$ cat src/rtl/hc595_chain_driver_if.sv
// Word-source and 595-pin bundle for hc595_chain_driver.
// Handshake: a word transfers on a rising clk edge where load=1 and ready=1; load while ready=0 drops the word and pulses ovf.
interface hc595_chain_driver_if #(
    parameter int DATA_W = 16
);
    logic              load;
    logic [DATA_W-1:0] data;
    logic              ready;
    logic              busy;
    logic              done;
    logic              ovf;
    logic              ds;
    logic              sh_cp;
    logic              st_cp;

    modport master (
        output load, data,
        input  ready, busy, done, ovf, ds, sh_cp, st_cp
    );

    modport slave (
        input  load, data,
        output ready, busy, done, ovf, ds, sh_cp, st_cp
    );
endinterface

$ cat src/rtl/hc595_chain_driver.sv
// Serialises a DATA_W-bit word into a 74HC595 daisy chain, with a one-deep pending buffer
// so a new word can be queued while the current frame is still shifting.
module hc595_chain_driver #(
    parameter int DATA_W    = 16,
    parameter int CLK_DIV   = 2,
    parameter int MSB_FIRST = 1
) (
    input  logic                    clk,
    input  logic                    rst,
    hc595_chain_driver_if.slave     bus,
    output logic [2:0]              state_dbg
);
    localparam int BIT_W = $clog2(DATA_W) + 1;
    localparam int DIV_W = (CLK_DIV > 1) ? $clog2(CLK_DIV) : 1;
    localparam logic [DIV_W-1:0] DIV_LAST = DIV_W'(CLK_DIV - 1);
    localparam logic [BIT_W-1:0] BIT_LAST = BIT_W'(DATA_W - 1);

    typedef enum logic [2:0] {
        ST_IDLE  = 3'd0,
        ST_SH_LO = 3'd1,
        ST_SH_HI = 3'd2,
        ST_LATCH = 3'd3,
        ST_DONE  = 3'd4
    } state_t;

    state_t            state_q, state_d;
    logic [DIV_W-1:0]  div_q, div_d;
    logic [BIT_W-1:0]  bit_q, bit_d;
    logic [DATA_W-1:0] shift_q, shift_d;
    logic [DATA_W-1:0] pend_q, pend_d;
    logic              pend_valid_q, pend_valid_d;
    logic              ds_q, ds_d;
    logic              sh_cp_q, sh_cp_d;
    logic              st_cp_q, st_cp_d;
    logic              done_q, done_d;
    logic              ovf_q, ovf_d;
    logic              busy_q, busy_d;
    logic              ready_q, ready_d;

    logic              accept;
    logic              phase_end;
    logic              start;
    logic [DATA_W-1:0] start_word;

    function automatic logic first_bit(input logic [DATA_W-1:0] w);
        return (MSB_FIRST != 0) ? w[DATA_W-1] : w[0];
    endfunction

    function automatic logic [DATA_W-1:0] advance(input logic [DATA_W-1:0] w);
        return (MSB_FIRST != 0) ? (w << 1) : (w >> 1);
    endfunction

    assign accept    = bus.load & ready_q;
    assign phase_end = (div_q == DIV_LAST);

    always_comb begin
        state_d      = state_q;
        div_d        = div_q;
        bit_d        = bit_q;
        shift_d      = shift_q;
        pend_d       = pend_q;
        pend_valid_d = pend_valid_q;
        ds_d         = ds_q;
        sh_cp_d      = sh_cp_q;
        st_cp_d      = st_cp_q;
        done_d       = 1'b0;
        start        = 1'b0;
        start_word   = '0;

        case (state_q)
            ST_IDLE: begin
                if (accept) begin
                    start      = 1'b1;
                    start_word = bus.data;
                end
            end
            ST_SH_LO: begin
                if (phase_end) begin
                    state_d = ST_SH_HI;
                    div_d   = '0;
                    sh_cp_d = 1'b1;
                end else begin
                    div_d = div_q + DIV_W'(1);
                end
            end
            ST_SH_HI: begin
                if (phase_end) begin
                    div_d   = '0;
                    bit_d   = bit_q + BIT_W'(1);
                    sh_cp_d = 1'b0;
                    if (bit_q == BIT_LAST) begin
                        state_d = ST_LATCH;
                        ds_d    = 1'b0;
                        st_cp_d = 1'b1;
                    end else begin
                        state_d = ST_SH_LO;
                        ds_d    = first_bit(shift_q);
                        shift_d = advance(shift_q);
                    end
                end else begin
                    div_d = div_q + DIV_W'(1);
                end
            end
            ST_LATCH: begin
                if (phase_end) begin
                    state_d = ST_DONE;
                    div_d   = '0;
                    st_cp_d = 1'b0;
                    done_d  = 1'b1;
                end else begin
                    div_d = div_q + DIV_W'(1);
                end
            end
            ST_DONE: begin
                // A queued word wins; otherwise a word offered right now chains on without an IDLE gap.
                if (pend_valid_q) begin
                    start        = 1'b1;
                    start_word   = pend_q;
                    pend_valid_d = 1'b0;
                end else if (accept) begin
                    start      = 1'b1;
                    start_word = bus.data;
                end else begin
                    state_d = ST_IDLE;
                end
            end
            default: state_d = ST_IDLE;
        endcase

        if (accept && (state_q != ST_IDLE) && !(state_q == ST_DONE && !pend_valid_q)) begin
            pend_d       = bus.data;
            pend_valid_d = 1'b1;
        end

        if (start) begin
            state_d = ST_SH_LO;
            div_d   = '0;
            bit_d   = '0;
            ds_d    = first_bit(start_word);
            shift_d = advance(start_word);
        end

        ready_d = ~pend_valid_d;
        busy_d  = (state_d != ST_IDLE);
        ovf_d   = bus.load & ~ready_q;
    end

    always_ff @(posedge clk or posedge rst) begin
        if (rst) begin
            state_q      <= ST_IDLE;
            div_q        <= '0;
            bit_q        <= '0;
            shift_q      <= '0;
            pend_q       <= '0;
            pend_valid_q <= 1'b0;
            ds_q         <= 1'b0;
            sh_cp_q      <= 1'b0;
            st_cp_q      <= 1'b0;
            done_q       <= 1'b0;
            ovf_q        <= 1'b0;
            busy_q       <= 1'b0;
            ready_q      <= 1'b1;
        end else begin
            state_q      <= state_d;
            div_q        <= div_d;
            bit_q        <= bit_d;
            shift_q      <= shift_d;
            pend_q       <= pend_d;
            pend_valid_q <= pend_valid_d;
            ds_q         <= ds_d;
            sh_cp_q      <= sh_cp_d;
            st_cp_q      <= st_cp_d;
            done_q       <= done_d;
            ovf_q        <= ovf_d;
            busy_q       <= busy_d;
            ready_q      <= ready_d;
        end
    end

    assign bus.ready = ready_q;
    assign bus.busy  = busy_q;
    assign bus.done  = done_q;
    assign bus.ovf   = ovf_q;
    assign bus.ds    = ds_q;
    assign bus.sh_cp = sh_cp_q;
    assign bus.st_cp = st_cp_q;
    assign state_dbg = state_q;
endmodule
$ cat src/flat_wrapper.sv
// flat-port wrapper written by rule: the top's interface ports become plain ports
module hc595_chain_driver_flat 
#(
    parameter int DATA_W    = 16,
    parameter int CLK_DIV   = 2,
    parameter int MSB_FIRST = 1
)
  (clk, rst, state_dbg, bus_load, bus_data, bus_ready, bus_busy, bus_done, bus_ovf, bus_ds, bus_sh_cp, bus_st_cp);
  hc595_chain_driver_if #(.DATA_W(DATA_W)) bus_i ();
  input  logic clk;
  input  logic rst;
  output logic [2:0] state_dbg;
  input wire logic [$bits(bus_i.load)-1:0] bus_load;
  input wire logic [$bits(bus_i.data)-1:0] bus_data;
  output wire logic [$bits(bus_i.ready)-1:0] bus_ready;
  output wire logic [$bits(bus_i.busy)-1:0] bus_busy;
  output wire logic [$bits(bus_i.done)-1:0] bus_done;
  output wire logic [$bits(bus_i.ovf)-1:0] bus_ovf;
  output wire logic [$bits(bus_i.ds)-1:0] bus_ds;
  output wire logic [$bits(bus_i.sh_cp)-1:0] bus_sh_cp;
  output wire logic [$bits(bus_i.st_cp)-1:0] bus_st_cp;
  assign bus_i.load = bus_load;
  assign bus_i.data = bus_data;
  assign bus_ready = bus_i.ready;
  assign bus_busy = bus_i.busy;
  assign bus_done = bus_i.done;
  assign bus_ovf = bus_i.ovf;
  assign bus_ds = bus_i.ds;
  assign bus_sh_cp = bus_i.sh_cp;
  assign bus_st_cp = bus_i.st_cp;
  hc595_chain_driver #(.DATA_W(DATA_W), .CLK_DIV(CLK_DIV), .MSB_FIRST(MSB_FIRST)) u_core (.clk(clk), .rst(rst), .bus(bus_i), .state_dbg(state_dbg));
endmodule
$ cat config.mk
export PLATFORM = sky130hd
export DESIGN_NAME = hc595_chain_driver_flat
export DESIGN_NICKNAME = d
export VERILOG_FILES = /design/src/rtl/hc595_chain_driver_if.sv /design/src/rtl/hc595_chain_driver.sv /design/src/flat_wrapper.sv
export SDC_FILE = /design/constraint.sdc
export NUM_CORES = 1
export LEC_CHECK = 0
export BUFFER_PORTS_ARGS = -buffer_cell sky130_fd_sc_hd__buf_2
export CORE_UTILIZATION = 30
export DETAILED_ROUTE_END_ITERATION = 10
export GPL_TIMING_DRIVEN = 1
export HOLD_SLACK_MARGIN = 0.06
export PLACE_DENSITY = 0.58
export SLEW_MARGIN = 0
export SYNTH_ARGS = -nofsm -noshare
export SYNTH_HDL_FRONTEND = slang
export SYNTH_SLANG_ARGS = --single-unit
$ cat constraint.sdc
create_clock -name clk -period 2.2 [get_ports clk]
set_clock_uncertainty 0.15 [all_clocks]
set_input_delay 0.22 -clock clk [delete_from_list [all_inputs] [get_ports clk]]
set_output_delay 0.22 -clock clk [all_outputs]
set_load 0.01 [all_outputs]
==> flow_summary.ini, run 1 <==
[clock_tree]
cts_buffer_depth = 2
postCtsSetupBuffers = 0
h-tree-depth = 2
cts.sinks = 48
clkSlewWorstSetupHoldPaths_ps = 90
cts_buffers = 5
cts_tree = yes
clock_latency_ps = 290
cts-root-buf = clkbuf_8

[worst_setup_path]
cp_max_fo = 14
crit_type = reg -> reg
worstRegToRegCells = 8
cp-start-kind = register
r2r_slack_ps = 220
crit_slowest_cell = dfrtp_1
worstPathCellList = ha_1 > and3_1 > ha_1 > nor2_1 > nand2_2 > nand2_1 > buf_4 > a2bb2oi_1
crit_required_ps = 2270
critPathMostFrequentCell = ha_1
max_stage_delay_ps = 420
crit_path_end_kind = register
startpoint = u_core.bit_q[0]
worstPathArrival_ps = 2050
rr_startpoint = u_core.bit_q[0]

[power_and_ir_drop]
leakagePower_nw = 1.181
vdd_drop_max_mv = 0.3952
power_density_nw_per_um2 = 659.6

[global_routing]
grt_overflow = 0
gr-usage-all-layers_pct = 13.13
first_global_vias = 1602
grt_max_degree = 22
grt_pass1_wl_mm = 7.583
antenna_found_initial = 0

[timing]
fin_crit_ps = 1983
worstMarginPinSlew_ps = 454.5
setup_slack_ps = 216.7
slew_headroom_pct = 69.66
final.setup.tns_ps = 0
finalSetupViolations = 0
fin_crit_sh_pct = 90.15
slew_violations = 0
hold_ws_ps = 338.5
clock.fmax_ghz = 0.5042
rsz0062_at_grt = false
hold_viol_final = 0

[finish]
drive_gt1_share_pct = 29.11
finalNonFillerCells = 333
fillers = 683
num-nets-final = 257
syn2layout_area_growth_pct = 25.20
antenna_cells = 0

[floorplanning]
start_util_pct = 31.29
die_area_um2 = 7507
ios = 29
num_rows = 30
die_h_um = 86.65
die_w_um = 86.65
core_um2 = 6869

[place]
gp_congestion = 0.7362
pre_cts_slack_ps = 154.9
port_buffers = 28
dp_hpwl_mm = 2.971
dp.cells = 307

[yosys]
syn_inst = 182
async_flop_share_pct = 100.0
synth_seq_cells = 48
synth_edf_count = 0
syn_area_per_cell_um2 = 11.81
ys_seq_area_share_pct = 55.94
netlist-cell-type-count = 39
yosys_warnings = 0
syn_area_um2 = 2150
synth_nets = 203
ys.flop_type = dfrtp_1

[drt]
viasPerCell = 4.742
firstDrtPassIters = 4
routed_wl_mm = 4.327
antenna_left = 0
drcViolationCount = 0
num_vias = 1579
post_drt_wl_per_cell_um = 12.99
drtIter0Drc = 73

[run_status]
outcome = complete, no violations

[min_path]
hold_class = in -> async

[job]
drv_cap = 0
==> worst paths after layout <==
check / to
setup / recovery: u_core.shift_q[14]
hold / removal: u_core.shift_q[14]
max in group asynchronous: u_core.state_dbg[2]
hold reg to reg: u_core.pend_q[5]
setup reg to reg: u_core.shift_q[14]
min in group clk: u_core.pend_q[5]
==> timing repair <==
item,in CTS,in global routing
endpoints found under the hold margin,35,0
endpoints found under the setup margin,0,12
hold buffers,18,0
resized for setup,0,1
==> state kept, by name (all words and copies together), names as in the netlist, 3 cells and up <==
signal and cells:
u_core.bit_q 5, u_core.pend_q 16, u_core.shift_q 15, u_core.state_dbg 3
==> cells in the final DEF, fill, tap and decap left out, types with 2 or more instances in the layout <==
master         count
a2bb2oi_1         13
dfrtp_1           47
and2_1             2
nor2_1             7
nand2_1            6
nand3_1            5
mux2_2            13
a21oi_1            5
o21ai_0           23
nand2_2            2
dlygate4sd3_1     18
nor2b_1            2
clkbuf_1           2
a22oi_1           14
buf_4             10
buf_2             28
ha_1               2
clkbuf_8           6
xor2_1             2
inv_1              5
nor2_2             2
mux2_1             3
nor3_1             2
==> where the power goes <==
part	switching, mW	internal [mW]
Clock	0.281	0.257
Sequential	0.0548	0.995
Combinational	0.0669	0.120
==> critical path, delay by kind of cell (launching register included) <==
| kind | cells | cell delay [ps] |
|---|---|---|
| simple gates | 4 | 520 |
| compound gates | 1 | 180 |
| flops | 1 | 420 |
| buf+inv | 1 | 200 |
| fa+ha+maj | 2 | 440 |
==> through the flow <==
step / total power [mW] / util, % / cell area (um2)
4_1_cts: 1.796 / 39.14 / 2689
2_1_floorplan: 1.174 / - / 2150
6_report: 1.775 / 39.18 / 2691
3_3_place_gp: 1.221 / 35.21 / 2419
3_5_place_dp: 1.234 / 35.21 / 2419
5_1_grt: 1.867 / 39.18 / 2691
==> layout make-up <==
class	instances	area, um2	share of cell area, %
sequential	48	1202	44.68
multi-input combinational	119	860.8	31.99
timing repair buffer	56	395.4	14.69
tap	96	120.1	4.463
clock buffer	8	90.09	3.347
inverter	6	22.52	0.8368
==> per-layer routing <==
metal  wire [um]  up-vias  track usage [%]
met4          23        0            3.636
met1        2074      780            16.98
met2        2098       20            22.08
met3         129        2            3.048
li1            -      777                -
met5           0        -                0
==> cell families after synthesis <==
kind of cell | share of synthesized area, %
AOI/OAI and AO/OA | 19.62
xor gates and xnor gates | 0.8150
adders and majority gates | 1.164
buffers and inverters | 4.132
DFF | 55.94
muxes | 8.382
and+or+nand+nor | 9.955
==> synthesized netlist by cell type, types with 2 or more instances <==
cell type  instances  area (um2)
dfrtp_1           47        1176
o21ai_0           23       115.1
a22oi_1           14       105.1
a2bb2oi_1         13       113.9
mux2_2            13       146.4
nand2_1            7       26.28
nor2_1             7       26.28
inv_1              6       22.52
a21oi_1            5       25.02
nand3_1            5       25.02
buf_6              3       33.78
mux2_1             3       33.78
and2_1             2       12.51
buf_2              2       10.01
buf_4              2       15.01
clkbuf_1           2       7.510
ha_1               2       25.02
nor2_2             2       12.51
nor2b_1            2       12.51
nor3_1             2       10.01
xor2_1             2       17.52
(Power assumes the default switching activity.)
==> run 2: changes to the inputs <==
- CAP_MARGIN: default -> 0
- CORE_MARGIN: default -> 4
==> run 2 against run 1 <==
Global-route usage decreased by 2.2 points. Combinational power about the same. Design area increased by 0.74%. Worst setup slack improved by 46 ps. Register-to-register slack improved by 50 ps. Critical path type unchanged. Worst hold slack improved by 3.8 ps. Sequential share of layout area decreased by 0.33 points. Sequential cell count unchanged.
==> flow_summary.ini, run 2 (synthesis gave the netlist of run 1 again) <==
[power_and_ir_drop]
p_clk_share_pct = 33.5
p_int_mw = 1.453
combPwrFrac_pct = 10.0
p_seq_share_pct = 56.5
power_density_nw_per_um2 = 683.9
sw_frac_of_total_pct = 21.62
vdd_drop_max_mv = 0.3866
power_switching_uw = 400.9
leakagePower_nw = 1.189

[finish]
top_regs = u_core.pend_q (16), u_core.shift_q (15), u_core.bit_q (5)
fillers = 668
finalNonFillerCells = 332
largest-register = u_core.pend_q
final_cell_mix = 47 x dfrtp_1, 28 x buf_2, 23 x o21ai_0
largest_reg_flops = 16
layout_commonest_cell = dfrtp_1
num-nets-final = 256
syn2layout_area_growth_pct = 26.13
drive_gt1_share_pct = 28.81
antenna_cells = 0

[timing]
rsz0062_at_grt = false
fin_crit_sh_pct = 88.06
slew_headroom_pct = 65.53
final.setup.tns_ps = 0
setup_slack_ps = 262.7
hold_viol_final = 0
fin_crit_ps = 1937
finalSetupViolations = 0
worstMarginPinSlew_ps = 516.3
slew_violations = 0
hold_ws_ps = 342.3
clock.fmax_ghz = 0.5162

[worst_setup_path]
crit_slowest_cell = dfrtp_1
cp_max_fo = 8
worstPathArrival_ps = 1960
crit_required_ps = 2230
max_stage_delay_ps = 410
crit_path_end_kind = register
crit_type = reg -> reg
critPathMostFrequentCell = ha_1
worstPathCellList = ha_1 > and3_1 > ha_1 > nor2_1 > nand2_1 > buf_4 > o21ai_0 > a2bb2oi_1
cp-start-kind = register

[floorplanning]
die_area_um2 = 8583
die_h_um = 92.65
num_rows = 30
start_util_pct = 31.29
die_w_um = 92.65
core_um2 = 6869
ios = 29

[clock_tree]
clock_latency_ps = 300
cts_buffers = 5
clkSlewWorstSetupHoldPaths_ps = 90
cts.sinks = 48
cts-root-buf = clkbuf_8
cts_buffer_depth = 2
h-tree-depth = 2
cts_tree = yes

[place]
dp_hpwl_mm = 3.028
port_buffers = 28
gp_congestion = 0.7633
pre_cts_slack_ps = 263.6
dp.cells = 306

[global_routing]
antenna_found_initial = 0
gr-usage-all-layers_pct = 10.90
grt_overflow = 0
grt_pass1_wl_mm = 7.458
grt_max_degree = 27
first_global_vias = 1561

[drt]
num_vias = 1578
drtIter0Drc = 56
antenna_left = 0
viasPerCell = 4.753
routed_wl_mm = 4.240
post_drt_wl_per_cell_um = 12.77
firstDrtPassIters = 4
drcViolationCount = 0

[job]
drv_cap = 0

[min_path]
hold_class = reg -> reg

[run_status]
outcome = complete, no violations
[run 2: cell types whose count changed in the layout (fill, tap and decap cells not counted)]
cell	before	now
bufinv_16	0	1
clkbuf_8	6	5
buf_4	10	8
clkbuf_1	2	1
clkinv_2	0	1
nand2_1	6	7
buf_12	0	1
nand2_2	2	1
[run 2: per-layer routing]
metal  GRT usage, %  vias up  share of wire (%)
met1          14.03      768                 47
met4          3.663        0                1.2
met3          3.412        5                3.4
met2          17.40       26                 48
met5              0        -                  0
li1               -      779                  -
[run 2: repair_timing]
action / 4_1_cts / 5_1_grt
hold buffers: 18 / 0
setup buffers: 0 / 0
resized for setup: 0 / 0
hold endpoints to repair: 40 / 0
[run 2: stage by stage]
stage / total power [mW] / util [%] / cell area (um2)
final: 1.854 / 39.47 / 2711
after global routing: 1.954 / 39.47 / 2711
after CTS: 1.883 / 39.47 / 2711
after detailed placement: 1.233 / 35.28 / 2424
after global placement: 1.222 / 35.28 / 2424
after floorplan: 1.174 / - / 2150
[run 2: critical path: cells and delay by family, from the launching register on]
family,cells,cell delay (ps)
buf+inv,1,170
simple gates,3,380
compound gates,2,260
flops,1,410
fa+ha+maj,2,450
[run 2: cell type report]
class                   count  area (um2)  share of cell area, %
multi-input cells         119       858.3                  31.66
flip-flops and latches     48        1202                  44.35
well taps                  96       120.1                  4.430
inverters                   6       22.52                 0.8306
clock inverters             2       35.03                  1.292
clock buffers               6       72.57                  2.677
repair buffers             55       400.4                  14.77
[run 2: path summary, 6_finish.rpt]
check / from / to / slack (ps) / cells after the start
setup / recovery: u_core.bit_q[0] / u_core.shift_q[3] / 260 / 8
hold / removal: u_core.pend_q[7] / u_core.pend_q[7] / 340 / 1
setup reg to reg: u_core.bit_q[0] / u_core.shift_q[3] / 260 / 8
hold reg to reg: u_core.pend_q[7] / u_core.pend_q[7] / 340 / 1
max in group asynchronous: rst / u_core.bus.ready / 960 / 4
min in group asynchronous: rst / u_core.bus.done / 350 / 3
[run 2: power by group through the flow]
stage,logic (mW),registers (mW),clock network [mW]
after floorplan,0.120,1.05,0
after global placement,0.162,1.06,0
after detailed placement,0.166,1.07,0
after CTS,0.190,1.05,0.644
after global routing,0.210,1.06,0.679
final,0.185,1.05,0.621
==> run 3: changes to the inputs <==
- CORE_ASPECT_RATIO: default -> 0.8
==> run 3 against run 2 <==
Register-to-register slack got worse by 50 ps. Non-clock buffer count is 1 higher. Count of clock-buffer cells in the layout is 2 higher. Critical path type unchanged. Critical endpoint is now u_core.shift_q[7].
==> flow_summary.ini, run 3 (synthesis gave the netlist of run 1 again) <==
[run_status]
outcome = complete, no violations

[timing]
clock.fmax_ghz = 0.5021
final.setup.tns_ps = 0
rsz0062_at_grt = false
slew_violations = 0
slew_headroom_pct = 65.27
setup_slack_ps = 208.4
finalSetupViolations = 0
fin_crit_sh_pct = 90.53
fin_crit_ps = 1992
hold_viol_final = 0
hold_ws_ps = 341.8
worstMarginPinSlew_ps = 520.2

[global_routing]
use_met3_pct = 2.924
grt_pass1_wl_mm = 7.776
grt_max_degree = 27
grt_overflow = 0
grtUsageMet2_pct = 16.30
met1_usage_pct = 16.46
gr-usage-all-layers_pct = 11.39
grt_busiest_layer = met1
antenna_found_initial = 0
first_global_vias = 1612

[drt]
drcViolationCount = 0
post_drt_wl_per_cell_um = 13.98
routed_wl_mm = 4.529
firstDrtPassIters = 6
drtIter0Drc = 42
viasPerCell = 4.840
antenna_left = 0
num_vias = 1568

[worst_setup_path]
worstPathArrival_ps = 2030
cp_max_fo = 9
cp-start-kind = register
r2r_slack_ps = 210
r2r_end = u_core.shift_q[7]
worstRegToRegCells = 8
rr_startpoint = u_core.bit_q[0]
crit_required_ps = 2230
crit_path_end_kind = register
crit_type = reg -> reg

[power_and_ir_drop]
vdd_drop_max_mv = 0.3328
p_clk_share_pct = 30.3
p_seq_share_pct = 59.1
leakagePower_nw = 1.186
combPwrFrac_pct = 10.6
p_int_mw = 1.373
power_density_nw_per_um2 = 659.5
sw_frac_of_total_pct = 22.69
power_switching_uw = 402.9

[clock_tree]
clkSlewWorstSetupHoldPaths_ps = 90
clock_latency_ps = 300
postCtsSetupBuffers = 0
cts_buffers = 5
cts_buffer_depth = 2
cts.sinks = 48
cts-root-buf = clkbuf_8
h-tree-depth = 2
cts_tree = yes

[place]
gp_congestion = 0.7991
dp_hpwl_mm = 3.187
port_buffers = 28
dp.cells = 298
pre_cts_slack_ps = 157.4

[floorplanning]
die_h_um = 83.71
die_area_um2 = 8592
die_w_um = 102.6
start_util_pct = 31.04
num_rows = 27
core_um2 = 6925
ios = 29

[finish]
drive_gt1_share_pct = 29.11
layout_commonest_cell = dfrtp_1
top_regs = u_core.pend_q (16), u_core.shift_q (15), u_core.bit_q (5)
finalNonFillerCells = 324
num-nets-final = 257
fin_util_pct = 38.88
largest_reg_flops = 16
fillers = 689
largest-register = u_core.pend_q
final_cell_mix = 47 x dfrtp_1, 28 x buf_2, 23 x o21ai_0
antenna_cells = 0
syn2layout_area_growth_pct = 25.26

[min_path]
hold_class = in -> async

[job]
drv_cap = 0
[run 3: final cells by class]
| type | count | area [um2] | share of cell area [%] |
|---|---|---|---|
| Multi-Input combinational cell | 119 | 860.8 | 31.97 |
| Sequential cell | 48 | 1202 | 44.66 |
| Inverter | 6 | 22.52 | 0.8364 |
| Clock buffer | 8 | 90.09 | 3.346 |
| Timing Repair Buffer | 56 | 407.9 | 15.15 |
| Tap cell | 87 | 108.9 | 4.043 |
[run 3: stage by stage]
stage | power [mW] | instance area (um2)
2_1_floorplan | 1.174 | 2150
3_3_place_gp | 1.223 | 2420
3_5_place_dp | 1.236 | 2420
4_1_cts | 1.803 | 2690
5_1_grt | 1.878 | 2693
6_report | 1.776 | 2693
[run 3: worst max path at each step]
| stage | startpoint | cells past startpoint | end | slack, ps |
|---|---|---|---|---|
| floorplan | u_core.bit_q[0] | 8 | u_core.shift_q[8] | 340 |
| global placement | u_core.bit_q[0] | 8 | u_core.shift_q[4] | 190 |
| detailed placement | u_core.bit_q[0] | 8 | u_core.shift_q[7] | 160 |
| CTS | u_core.bit_q[0] | 8 | u_core.shift_q[7] | 150 |
| global route | u_core.bit_q[0] | 8 | u_core.shift_q[7] | 50 |
| finish | u_core.bit_q[0] | 8 | u_core.shift_q[7] | 210 |
[run 3: power groups by stage]
stage,clock [mW],sequential [mW],combinational [mW]
2_1_floorplan,0,1.05,0.120
3_3_place_gp,0,1.06,0.163
3_5_place_dp,0,1.07,0.169
4_1_cts,0.560,1.05,0.194
5_1_grt,0.603,1.06,0.212
6_report,0.538,1.05,0.189
[run 3: worst max-delay path, stage by stage, from the launching register on]
cell       delay (ps)
dfrtp_1           410
ha_1              210
and3_1            180
ha_1              230
nor2_1            120
nand2_2           130
buf_4             180
o21ai_0           170
a2bb2oi_1          90
[run 3: timing repair]
item,CTS,global route
hold endpoints to repair,38,0
hold buffers,18,0
endpoints found under the setup margin,0,1
gates resized for setup,0,1
[run 3: routing by layer]
| metal | wire (um) | vias to the layer above |
|---|---|---|
| met5 | 0 | - |
| met4 | 61 | 0 |
| met3 | 162 | 7 |
| met2 | 1951 | 22 |
| met1 | 2353 | 767 |
| li1 | - | 772 |
